==> src/rtl/camera_config_sequencer.sv <==
// Walks the OV7670 configuration ROM and hands each register write to the SCCB writer.
// Delay markers pause the run; an end marker or table exhaustion finishes it cleanly.
module camera_config_sequencer #(
    parameter int ADDR_W         = 8,
    parameter int DELAY_CYCLES   = 2000,
    parameter int GAP_CYCLES     = 4,
    parameter int TIMEOUT_CYCLES = 255
) (
    input  logic              clk_200_khz,
    input  logic              reset_i,
    input  logic              start_i,
    output logic [ADDR_W-1:0] rom_addr_o,
    input  logic [15:0]       rom_data_i,
    output logic [15:0]       i2c_data_o,
    output logic              i2c_valid_o,
    input  logic              i2c_ready_i,
    input  logic              i2c_error_i,
    output logic              busy_o,
    output logic              done_o,
    output logic              error_o,
    output logic [7:0]        write_count_o
);
    typedef enum logic [3:0] {
        ST_IDLE      = 4'd0,
        ST_FETCH     = 4'd1,
        ST_DECODE    = 4'd2,
        ST_ISSUE     = 4'd3,
        ST_WAIT_DONE = 4'd4,
        ST_WAIT      = 4'd5,
        ST_ADVANCE   = 4'd6,
        ST_GAP       = 4'd7,
        ST_DONE      = 4'd8,
        ST_ERROR     = 4'd9
    } state_t;

    localparam logic [15:0]       END_WORD   = 16'hFFFF;
    localparam logic [15:0]       DELAY_WORD = 16'hFFF0;
    localparam logic [15:0]       DELAY_LOAD = 16'(DELAY_CYCLES - 1);
    localparam logic [15:0]       GAP_LOAD   = 16'(GAP_CYCLES - 1);
    localparam logic [15:0]       TO_LAST    = 16'(TIMEOUT_CYCLES - 1);
    localparam logic [ADDR_W-1:0] ADDR_LAST  = {ADDR_W{1'b1}};
    localparam logic [ADDR_W-1:0] ADDR_ONE   = ADDR_W'(1);

    state_t      state_r;
    logic [15:0] cnt_r;
    logic [15:0] to_cnt_r;

    logic is_end_s;
    logic is_delay_s;
    logic to_hit_s;
    logic cnt_zero_s;

    // Entry decode and counter terminal conditions.
    always_comb begin
        is_end_s   = 1'b0;
        is_delay_s = 1'b0;
        is_end_s   = (rom_data_i == END_WORD);
        is_delay_s = (rom_data_i == DELAY_WORD);
        // The timeout fires on the edge that would take the count to TIMEOUT_CYCLES.
        to_hit_s   = (to_cnt_r == TO_LAST);
        cnt_zero_s = (cnt_r == 16'd0);
    end

    // Sequencer FSM with registered outputs.
    always_ff @(posedge clk_200_khz or posedge reset_i) begin
        if (reset_i) begin
            state_r       <= ST_IDLE;
            rom_addr_o    <= '0;
            i2c_data_o    <= 16'd0;
            i2c_valid_o   <= 1'b0;
            busy_o        <= 1'b0;
            done_o        <= 1'b0;
            error_o       <= 1'b0;
            write_count_o <= 8'd0;
            cnt_r         <= 16'd0;
            to_cnt_r      <= 16'd0;
        end else begin
            case (state_r)
                ST_IDLE, ST_DONE, ST_ERROR: begin
                    if (start_i) begin
                        rom_addr_o    <= '0;
                        write_count_o <= 8'd0;
                        done_o        <= 1'b0;
                        error_o       <= 1'b0;
                        busy_o        <= 1'b1;
                        state_r       <= ST_FETCH;
                    end
                end
                ST_FETCH: begin
                    state_r <= ST_DECODE;
                end
                ST_DECODE: begin
                    if (is_end_s) begin
                        busy_o  <= 1'b0;
                        done_o  <= 1'b1;
                        state_r <= ST_DONE;
                    end else if (is_delay_s) begin
                        cnt_r   <= DELAY_LOAD;
                        state_r <= ST_WAIT;
                    end else begin
                        i2c_data_o  <= rom_data_i;
                        i2c_valid_o <= 1'b1;
                        to_cnt_r    <= 16'd0;
                        state_r     <= ST_ISSUE;
                    end
                end
                ST_ISSUE: begin
                    to_cnt_r <= to_cnt_r + 16'd1;
                    if (to_hit_s) begin
                        i2c_valid_o <= 1'b0;
                        busy_o      <= 1'b0;
                        error_o     <= 1'b1;
                        state_r     <= ST_ERROR;
                    end else if (!i2c_ready_i) begin
                        i2c_valid_o <= 1'b0;
                        state_r     <= ST_WAIT_DONE;
                    end
                end
                ST_WAIT_DONE: begin
                    to_cnt_r <= to_cnt_r + 16'd1;
                    // Timeout and a NACK both beat completion; i2c_data_o stays put for the writer.
                    if (to_hit_s || (i2c_ready_i && i2c_error_i)) begin
                        busy_o  <= 1'b0;
                        error_o <= 1'b1;
                        state_r <= ST_ERROR;
                    end else if (i2c_ready_i) begin
                        if (write_count_o != 8'hFF) begin
                            write_count_o <= write_count_o + 8'd1;
                        end
                        state_r <= ST_ADVANCE;
                    end
                end
                ST_WAIT: begin
                    if (cnt_zero_s) begin
                        state_r <= ST_ADVANCE;
                    end else begin
                        cnt_r <= cnt_r - 16'd1;
                    end
                end
                ST_ADVANCE: begin
                    // A table with no end marker finishes on its last slot instead of wrapping.
                    if (rom_addr_o == ADDR_LAST) begin
                        busy_o  <= 1'b0;
                        done_o  <= 1'b1;
                        state_r <= ST_DONE;
                    end else begin
                        rom_addr_o <= rom_addr_o + ADDR_ONE;
                        cnt_r      <= GAP_LOAD;
                        state_r    <= ST_GAP;
                    end
                end
                ST_GAP: begin
                    if (cnt_zero_s) begin
                        state_r <= ST_FETCH;
                    end else begin
                        cnt_r <= cnt_r - 16'd1;
                    end
                end
                default: begin
                    i2c_valid_o <= 1'b0;
                    busy_o      <= 1'b0;
                    done_o      <= 1'b0;
                    error_o     <= 1'b0;
                    state_r     <= ST_IDLE;
                end
            endcase
        end
    end
endmodule

==> config.mk <==
export PLATFORM = sky130hd
export DESIGN_NAME = camera_config_sequencer
export DESIGN_NICKNAME = d
export VERILOG_FILES = /design/src/rtl/camera_config_sequencer.sv
export SDC_FILE = /design/constraint.sdc
export NUM_CORES = 1
export LEC_CHECK = 0
export BUFFER_PORTS_ARGS = -buffer_cell sky130_fd_sc_hd__buf_2
export CORE_ASPECT_RATIO = 1.25
export CORE_UTILIZATION = 58
export CTS_CLUSTER_DIAMETER = 80
export CTS_CLUSTER_SIZE = 25
export DETAILED_ROUTE_END_ITERATION = 8
export PLACE_DENSITY = 0.83
export SLEW_MARGIN = 5
export SYNTH_ARGS = -nofsm -noshare
export SYNTH_HDL_FRONTEND = slang
export SYNTH_SLANG_ARGS = --single-unit
==> constraint.sdc <==
create_clock -name clk_200_khz -period 4.3 [get_ports clk_200_khz]
set_input_delay 0.215 -clock clk_200_khz [delete_from_list [all_inputs] [get_ports clk_200_khz]]
set_output_delay 0.215 -clock clk_200_khz [all_outputs]
set_load 0.03 [all_outputs]
==> results.toml, run 1 <==
[run_status]
status = "finished clean"

[cts]
root_buffer = "clkbuf_8"
clk-insertion-delay-late_ns = 0.36
ctsHtreeMaxLevel = 3
cts_tree = "done"
cts_made_buffers = 9
cts_buffer_depth = 2
cts.reportedPaths.clkPinSlew_ns = 0.09
clock-sinks = 72

[yosys]
syn_inst = 433
yosys-top-cells-count = "nand2_1, dfrtp_1, nor2_1"
synth.avg_cell_area_um2 = 9.007
async_flop_share_pct = 100.0
yosysWarnings = 0
syn_nets = 460
synth_top_area_share_pct = 46.20
synthTopCellsByArea = "dfrtp_1, nand2_1, nand3_1"
ys.flop_type = "dfrtp_1"
synth_edf_count = 0
yosysMostFrequentCell = "nand2_1"
syn-cell-area_um2 = 3900
ys_types = 58
yosysTopAreaCell = "dfrtp_1"
synth-seq-cells = 72
ys_seq_area_share_pct = 46.20

[timing]
drv_slew = 0
relSlewSlack_pct = 20.91
skew_ns = 0.01405
setup_tns_ns = 0
worstMarginPinSlew_ns = 1.176
fmax_mhz = 369.3
hold_viol = 0
rsz0062_at_grt = "false"
period_needed_ns = 2.708
period_share_pct = 62.98
finalSetupViolCount = 0

[drt]
wl_um = 8900
via_per_inst = 6.167
drt_iter0_drc = 302
drc_errors = 0
vias = 3546
ant_nets = 0
wl_per_cell_um = 15.48
drt_first_pass_iters = 5

[global_route]
overflow = 0
grt_pass1_vias = 3247
grt_util_all_layers_pct = 26.99
grt_pass1_wl_um = 14640
antenna_found_initial = 0
grt_max_degree = 38

[min_path]
worstHoldStart = "rom_data_i[14]"
hold_end = "i2c_data_o[14]"
min_path_cells = 3
hold_path.class = "input pin to flip-flop"

[worst_setup_path]
path_class = "flip-flop to flip-flop"
reg2regPathDepth = 5
worstPathCellList = "nor2b_1 > and2_0 > nand2_1 > nand3_1 > mux2_2"
cp.required_ns = 4.54
crit_path_start_kind = "flip-flop"
crit_arrival_ns = 2.95
slowest_stage = "and2_0"
reg2reg_setup_slack_ns = 1.59
endpoint_kind = "flip-flop"
cpPeakStageDelay_ns = 0.62
timing.rr.end = "state_r[0]"
r2r-start = "state_r[0]"
critPathMaxFanout = 14

[layout]
syn_to_final_growth_pct = 13.57
layout-drive-gt1-share_pct = 18.03
num_antenna_cells = 0
fin_cells = 575
nNetsFinal = 510

[placed_design]
gp_congestion = 0.9493
place_hpwl_um = 6208
dpl.cell_count = 558
numPortBuffers = 56

[floorplanning]
num_rows = 33
design.die.area_um2 = 7058
initial_core_util_pct = 59.78
die_w_um = 75.35
core_area_um2 = 6524
die_height_um = 93.68
io-pin-count = 57

[job]
maxCapViolCount = 0

[pwr]
peakVddDrop_mv = 0.3806
power_density_nw_per_um2 = 595.4
p_leak_nw = 2.077
sequential cells by signal, summed over array words and instances, names as in the netlist:
signal         count
cnt_r             16
i2c_data_o        16
to_cnt_r          16
rom_addr_o         8
write_count_o      8
state_r            4
busy_o             1
done_o             1
error_o            1
i2c_valid_o        1
how the worst max path moves through the flow:
stage / from / endpoint / slack (ns) / cells past startpoint
floorplan: rom_addr_o[0] / cnt_r[1] / 2.06 / 7
global placement: state_r[0] / state_r[2] / 1.73 / 5
detailed placement: to_cnt_r[0] / write_count_o[0] / 1.67 / 7
CTS: to_cnt_r[0] / write_count_o[0] / 1.62 / 7
global route: to_cnt_r[0] / write_count_o[5] / 1.21 / 7
finish: state_r[0] / state_r[0] / 1.59 / 5
layout by cell type (no fill, tap or decap), drive strengths merged, types with 2 or more instances in the layout:
master    count
o31ai        13
and3         10
clkbuf        9
or3           3
nand3        22
o211ai        4
a21boi        2
o41ai         3
o22a          6
nor4b         3
o21ai        20
o21a          3
xor2          9
and2          5
mux2          7
mux2i         5
a22o          2
nand2        87
nor4bb        2
and4          4
nor4          6
clkinvlp      3
a31oi         6
buf          58
ha            6
nand4        14
o2111ai       2
a21o          2
a21oi        18
dfrtp        72
or4           8
nor3         14
xnor2         2
nor2b         2
nor2         28
inv          11
o22ai         2
timing repair:
action,in CTS,in global routing
endpoints found under the hold margin,9,0
hold buffers,1,0
setup buffers,0,0
gates resized for setup,0,0
setup endpoints to repair,0,0
kinds of logic (layout without fill, tap and decap cells):
family | count (synthesis) | after routing | synth area share, %
AOI/OAI and AO/OA | 89 | 89 | 15.50
xor gates and xnor gates | 11 | 11 | 2.471
adders and majority gates | 6 | 6 | 1.925
buffers and inverters | 28 | 83 | 3.016
DFF | 72 | 72 | 46.20
muxes | 12 | 12 | 3.401
and+or+nand+nor | 215 | 215 | 27.49
power by group:
group          leakage, nW  internal [W]  switching [W]
sequential           0.936      0.000864       0.000202
clock               0.0929      0.000274       0.000278
combinational         1.05      0.000355       0.000664
total                 2.08       0.00149        0.00114
worst max-delay path: cells and delay by family, from the launching register on:
kind,cells,cell delay [ns]
DFF,1,0.54
muxes,1,0.37
and+or+nand+nor,4,1.67
cell type report:
class / instances / area, um2
repair buffers: 59 / 305.3
clock buffers: 9 / 123.9
inverters: 8 / 30.03
well taps: 87 / 108.9
flip-flops and latches: 72 / 1802
fillers: 546 / 2095
multi-input cells: 333 / 1981
clock inverters: 7 / 78.83
layer usage:
metal | track usage, % | part of all wire [%]
met1 | 36.16 | 43
met3 | 3.648 | 5.4
met5 | 0 | 0
met4 | 13.43 | 2.1
met2 | 42.49 | 49
per-stage QoR:
step / cell area, um2 / power (W) / setup WS [ns] / util [%] / hold slack [ns]
final: 4429 / 0.002637 / 1.592 / 67.89 / 0.05188
after global routing: 4429 / 0.002807 / 1.206 / 67.89 / 0.05552
after CTS: 4429 / 0.002637 / 1.623 / 67.89 / 0.04405
after detailed placement: 4217 / 0.002077 / 1.672 / 64.63 / 0.3837
after global placement: 4217 / 0.002043 / 1.729 / 64.63 / 0.3802
after floorplan: 3900 / 0.001816 / 2.061 / - / 0.3204
Note: power is estimated with default switching activity, not from simulation.
==> run 2: changes to the inputs <==
--- a/config.mk
+++ b/config.mk
@@ -5,13 +5,14 @@
 export SDC_FILE = /design/constraint.sdc
 export NUM_CORES = 1
 export LEC_CHECK = 0
+export ABC_AREA = 1
 export BUFFER_PORTS_ARGS = -buffer_cell sky130_fd_sc_hd__buf_2
 export CORE_ASPECT_RATIO = 1.25
 export CORE_UTILIZATION = 58
 export CTS_CLUSTER_DIAMETER = 80
 export CTS_CLUSTER_SIZE = 25
 export DETAILED_ROUTE_END_ITERATION = 8
-export PLACE_DENSITY = 0.83
+export PLACE_DENSITY = 0.82
 export SLEW_MARGIN = 5
 export SYNTH_ARGS = -nofsm -noshare
 export SYNTH_HDL_FRONTEND = slang
==> constraint.sdc (replaced) <==
create_clock -name clk_200_khz -period 2.5 [get_ports clk_200_khz]
set_input_delay 0.125 -clock clk_200_khz [delete_from_list [all_inputs] [get_ports clk_200_khz]]
set_output_delay 0.125 -clock clk_200_khz [all_outputs]
set_load 0.03 [all_outputs]
==> results.toml, run 2 <==
[worst_setup_path]
crit_arrival_ns = 2.23
crit_path_start_kind = "flip-flop"
cpPeakStageDelay_ns = 0.54
cpMostUsedCell = "nand2_1"
slowest_stage = "dfrtp_1"
endpoint_kind = "flip-flop"
worstPathCellList = "nor2_4 > nand2_2 > clkinv_2 > nand3_1 > buf_4 > nand2_1 > nand2_1"
critPathMaxFanout = 17
path_class = "flip-flop to flip-flop"
path_buf_inv = 2
cp.required_ns = 2.73
crit_family = "simple AND/OR/NAND/NOR gates"

[yosys]
ys_types = 41
synth-seq-cells = 72
syn_nets = 626
async_flop_share_pct = 100.0
yosysTopAreaCell = "dfrtp_1"
syn-cell-area_um2 = 4348
synthTopCellsByArea = "dfrtp_1, nand2_1, nand3_1"
synth.avg_cell_area_um2 = 7.259
synth_edf_count = 0
yosys-top-cells-count = "nand2_1, dfrtp_1, nor2_1"
ys.flop_type = "dfrtp_1"
yosysMostFrequentCell = "nand2_1"
ys_seq_area_share_pct = 41.44
synth_top_area_share_pct = 41.44
syn_inst = 599
yosysWarnings = 0

[drt]
drt_first_pass_iters = 5
wl_per_cell_um = 13.27
drc_errors = 0
wl_um = 9989
vias = 4054
ant_nets = 0
via_per_inst = 5.384
drt_iter0_drc = 217

[timing]
relSlewSlack_pct = 52.87
period_share_pct = 80.08
hold_viol = 0
drv_slew = 0
finalSetupViolCount = 0
setup_ws_ns = 0.4980
fmax_mhz = 499.5
rsz0062_at_grt = "false"
worstMarginPinSlew_ns = 0.7059
skew_ns = 0.01024
period_needed_ns = 2.002
setup_tns_ns = 0

[global_route]
grt_use_met1_pct = 33.63
grt_max_degree = 41
globalRouteMet2Util_pct = 49.51
grt_pass1_wl_um = 17510
grt_util_all_layers_pct = 28.27
antenna_found_initial = 0
grt-busiest-layer = "met2"
grt_pass1_vias = 3984
grt_use_met3_pct = 5.463
overflow = 0

[pwr]
peakVddDrop_mv = 0.7061
p_leak_nw = 2.523
cellInternalPower_w = 0.002719
finalPower_w = 0.005243
switching_share_pct = 48.14
comb_power_share_pct = 49.2
p_sw_w = 0.002524
clockPowerShare_pct = 16.6
p_seq_share_pct = 34.2
power_density_nw_per_um2 = 1072

[cts]
root_buffer = "clkbuf_8"
cts.reportedPaths.clkPinSlew_ns = 0.08
cts_tree = "done"
post_cts_buffers = 0
ctsHtreeMaxLevel = 3
clock-sinks = 72
clk-insertion-delay-late_ns = 0.35
cts_made_buffers = 9
cts_buffer_depth = 2

[layout]
syn_to_final_growth_pct = 12.46
top_regs = "cnt_r: 16 flops, i2c_data_o: 16 flops, to_cnt_r: 16 flops"
num_antenna_cells = 0
final_common_cell = "nand2_1"
fillers = 622
layout-drive-gt1-share_pct = 17.19
layout_common_cells = "nand2_1, nor2_1, dfrtp_1"
nNetsFinal = 688

[floorplanning]
io-pin-count = 57
num_rows = 34
die_height_um = 98.80
die_w_um = 79.44
core_area_um2 = 7104
design.die.area_um2 = 7849
initial_core_util_pct = 61.20

[min_path]
hold_path.class = "input pin to flip-flop"

[job]
maxCapViolCount = 0

[placed_design]
place_hpwl_um = 7313
numPortBuffers = 56
post-place-ws_ns = 0.5031
gp_congestion = 0.9596

[run_status]
status = "finished clean"
-- run 2: final timing paths --
path / startpoint / endpoint / slack (ns) / depth (start not counted)
worst min register to register: i2c_data_o[12] / i2c_data_o[12] / 0.49 / 2
max in group asynchronous: reset_i / i2c_data_o[7] / 1.40 / 4
worst max register to register: state_r[0] / i2c_data_o[13] / 0.50 / 7
worst min-delay path: rom_data_i[15] / i2c_data_o[15] / 0.008 / 3
worst max-delay path: state_r[0] / i2c_data_o[13] / 0.50 / 7
min in group asynchronous: reset_i / to_cnt_r[14] / 0.44 / 3
-- run 2: power by group through the flow --
stage	clock [W]	sequential, W	combinational (W)
after floorplan	0	0.00205	0.00177
after global placement	0	0.00179	0.00249
after detailed placement	0	0.00180	0.00258
after CTS	0.000881	0.00179	0.00259
after global routing	0.000933	0.00184	0.00288
final	0.000868	0.00179	0.00258
-- run 2: per-layer routing --
metal | share of wire (%) | wire [um]
met5 | 0 | 0
met4 | 1.8 | 181
met3 | 4.2 | 424
met2 | 51 | 5141
met1 | 42 | 4242
-- run 2: final cells by class --
cell class	instances	area [um2]	share of cell area, %
repair buffers	60	325.3	6.653
multi-input cells	457	2235	45.70
inverters	61	236.5	4.836
clock buffers	13	178.9	3.659
well taps	90	112.6	2.303
flip-flops and latches	72	1802	36.85
-- run 2: kinds of logic (layout without fill, tap and decap cells) --
group                      after synthesis  in the layout  share of synthesized area [%]
DFF                                     72             72                          41.44
xor gates and xnor gates                18             18                          3.626
and+or+nand+nor                        370            370                          37.67
adders and majority gates                6              6                          1.727
buffers and inverters                   70            134                          7.165
AOI/OAI and AO/OA                       63             63                          8.374
-- run 2: tightest hold or removal path, cell delays in order --
cell     delay (ns)
buf_2          0.09
nand3_1        0.06
nand2_1        0.05
-- run 2: what timing repair did --
action / CTS / global route
hold buffers: 1 / 0
gates resized for setup: 0 / 0
endpoints found under the hold margin: 32 / 0
endpoints found under the setup margin: 0 / 0
-- run 2: per-stage QoR --
step	area, um2	std cells	utilization (%)	hold WS [ns]
after floorplan	4348	599	-	0.2627
after global placement	4701	739	66.17	0.2804
after detailed placement	4701	739	66.17	0.2802
after CTS	4890	753	68.83	0.001347
after global routing	4890	753	68.83	0.02243
final	4890	753	68.83	0.007878
==> run 3: changes to the inputs <==
--- a/config.mk
+++ b/config.mk
@@ -8,11 +8,11 @@
 export ABC_AREA = 1
 export BUFFER_PORTS_ARGS = -buffer_cell sky130_fd_sc_hd__buf_2
 export CORE_ASPECT_RATIO = 1.25
-export CORE_UTILIZATION = 58
+export CORE_UTILIZATION = 53
 export CTS_CLUSTER_DIAMETER = 80
 export CTS_CLUSTER_SIZE = 25
 export DETAILED_ROUTE_END_ITERATION = 8
-export PLACE_DENSITY = 0.82
+export PLACE_DENSITY = 0.79
 export SLEW_MARGIN = 5
 export SYNTH_ARGS = -nofsm -noshare
 export SYNTH_HDL_FRONTEND = slang
==> constraint.sdc (replaced) <==
create_clock -name clk_200_khz -period 1.7 [get_ports clk_200_khz]
set_input_delay 0.085 -clock clk_200_khz [delete_from_list [all_inputs] [get_ports clk_200_khz]]
set_output_delay 0.085 -clock clk_200_khz [all_outputs]
set_load 0.03 [all_outputs]
==> results.toml, run 3 (synthesis results as in run 2) <==
[run_status]
status = "finished clean"

[placed_design]
place_hpwl_um = 7463
placed_area_um2 = 4908
gp_congestion = 0.9384
dpl.cell_count = 768
numPortBuffers = 56

[layout]
final_common_cell = "nand2_1"
syn_to_final_growth_pct = 27.19
layout_common_cells = "nand2_1, dfrtp_1, nor2_1"
nNetsFinal = 739
fin_cells = 812
final_area_um2 = 5530
num_antenna_cells = 0
top_regs = "cnt_r: 16 flops, i2c_data_o: 16 flops, to_cnt_r: 16 flops"
layout-drive-gt1-share_pct = 24.83

[pwr]
p_leak_nw = 2.802
peakVddDrop_mv = 1.010
power_density_nw_per_um2 = 1598

[timing]
hold_viol = 0
relSlewSlack_pct = 67.39
worstMarginPinSlew_ns = 0.4881
period_share_pct = 99.33
finalSetupViolCount = 0
drv_slew = 0
period_needed_ns = 1.689
fmax_mhz = 592.2
rsz0062_at_grt = "true"
skew_ns = 0.01135

[job]
maxCapViolCount = 0

[drt]
ant_nets = 0
drc_errors = 0
drt_iter0_drc = 257
wl_per_cell_um = 13.53
drt_first_pass_iters = 5
vias = 4341
via_per_inst = 5.346
wl_um = 10990

[cts]
clk-insertion-delay-late_ns = 0.35
ctsHtreeMaxLevel = 3
cts_tree = "done"
clock-sinks = 72
cts.reportedPaths.clkPinSlew_ns = 0.08
root_buffer = "clkbuf_8"
cts_buffer_depth = 2
cts_made_buffers = 9

[worst_setup_path]
endpoint_kind = "flip-flop"
r2r-start = "state_r[3]"
cp.required_ns = 1.93
critPathMaxFanout = 4
crit_path_start_kind = "flip-flop"
path_class = "flip-flop to flip-flop"
startpoint = "state_r[3]"
crit_arrival_ns = 1.92

[floorplanning]
design.die.area_um2 = 8572
io-pin-count = 57
initial_core_util_pct = 55.16
die_w_um = 83.01
num_rows = 36
core_area_um2 = 7883
die_height_um = 103.3

[global_route]
grt_pass1_vias = 3862
overflow = 0
grt_util_all_layers_pct = 25.41
antenna_found_initial = 0
grt_pass1_wl_um = 17400
grt_max_degree = 28

[min_path]
worstHoldStart = "rom_data_i[1]"
hold_path.class = "input pin to flip-flop"
==> run 3: cell count changes in the layout (fill, tap and decap cells not counted), sizes merged <==
cell,delta
bufinv,+2
dlygate4sd3,+14
clkinv,+2
clkbuf,-2
clkinvlp,+3
nand3,+1
buf,+34
==> run 3: power breakdown <==
| group | internal [W] | total, W | switching [W] |
|---|---|---|---|
| Clock | 0.000864 | 0.00152 | 0.000656 |
| Sequential | 0.00220 | 0.00259 | 0.000391 |
| Combinational | 0.00166 | 0.00473 | 0.00306 |
==> run 3: timing repair <==
action                                 4_1_cts  5_1_grt
buffers inserted                             0       10
resized for setup                            3       42
hold buffers                                15        0
setup endpoints to repair                    3       65
endpoints found under the hold margin       32        0
pin swaps                                    0        8
gates cloned                                 0        3
==> run 3: layout make-up <==
class,count,area (um2)
repair inverters,2,17.52
well taps,95,118.9
multi-input cells,458,2377
fillers,603,2352
repair buffers,108,740.7
inverters,61,247.7
flip-flops and latches,72,1807
clock inverters,5,80.08
clock buffers,11,141.4
==> run 3: routing by layer <==
layer  track usage, %  wire (um)  vias up
li1                 -          -     2143
met1            30.53       4554     2001
met2            45.21       5503      157
met3            3.889        584       40
met4            12.47        345        0
met5                0          0        -
==> run 3: path summary, 6_finish.rpt <==
path / endpoint / slack, ns / cells past startpoint
max in group asynchronous: state_r[0] / 0.90 / 4
worst max-delay path: to_cnt_r[9] / 0.01 / 9
min in group asynchronous: cnt_r[12] / 0.30 / 3
worst max register to register: to_cnt_r[9] / 0.01 / 9
worst min-delay path: i2c_data_o[1] / 0.01 / 3
worst min register to register: i2c_data_o[1] / 0.48 / 2
==> run 3: critical path, stage by stage, from the launching register on <==
cell and delay, ns:
dfrtp_1 0.42, nor2_2 0.19, inv_1 0.10, nor2_2 0.13
nor2_1 0.06, buf_4 0.15, nor2_2 0.19, nand2_1 0.09
o21ai_0 0.17, a21oi_1 0.07
==> run 3: per-stage QoR <==
step / setup slack [ns] / total power (W) / util (%) / hold slack, ns / TNS, ns
2_1_floorplan: 0.03275 / 0.005625 / - / 0.2227 / 0
3_3_place_gp: -0.003960 / 0.006555 / 62.27 / 0.1375 / -0.003960
3_5_place_dp: -0.001186 / 0.006681 / 62.27 / 0.1424 / -0.001186
4_1_cts: 0.01937 / 0.008254 / 67.08 / 0.003889 / 0
5_1_grt: -0.1336 / 0.009481 / 70.16 / 0.03739 / -0.8618
6_report: 0.01142 / 0.008835 / 70.16 / 0.01184 / 0
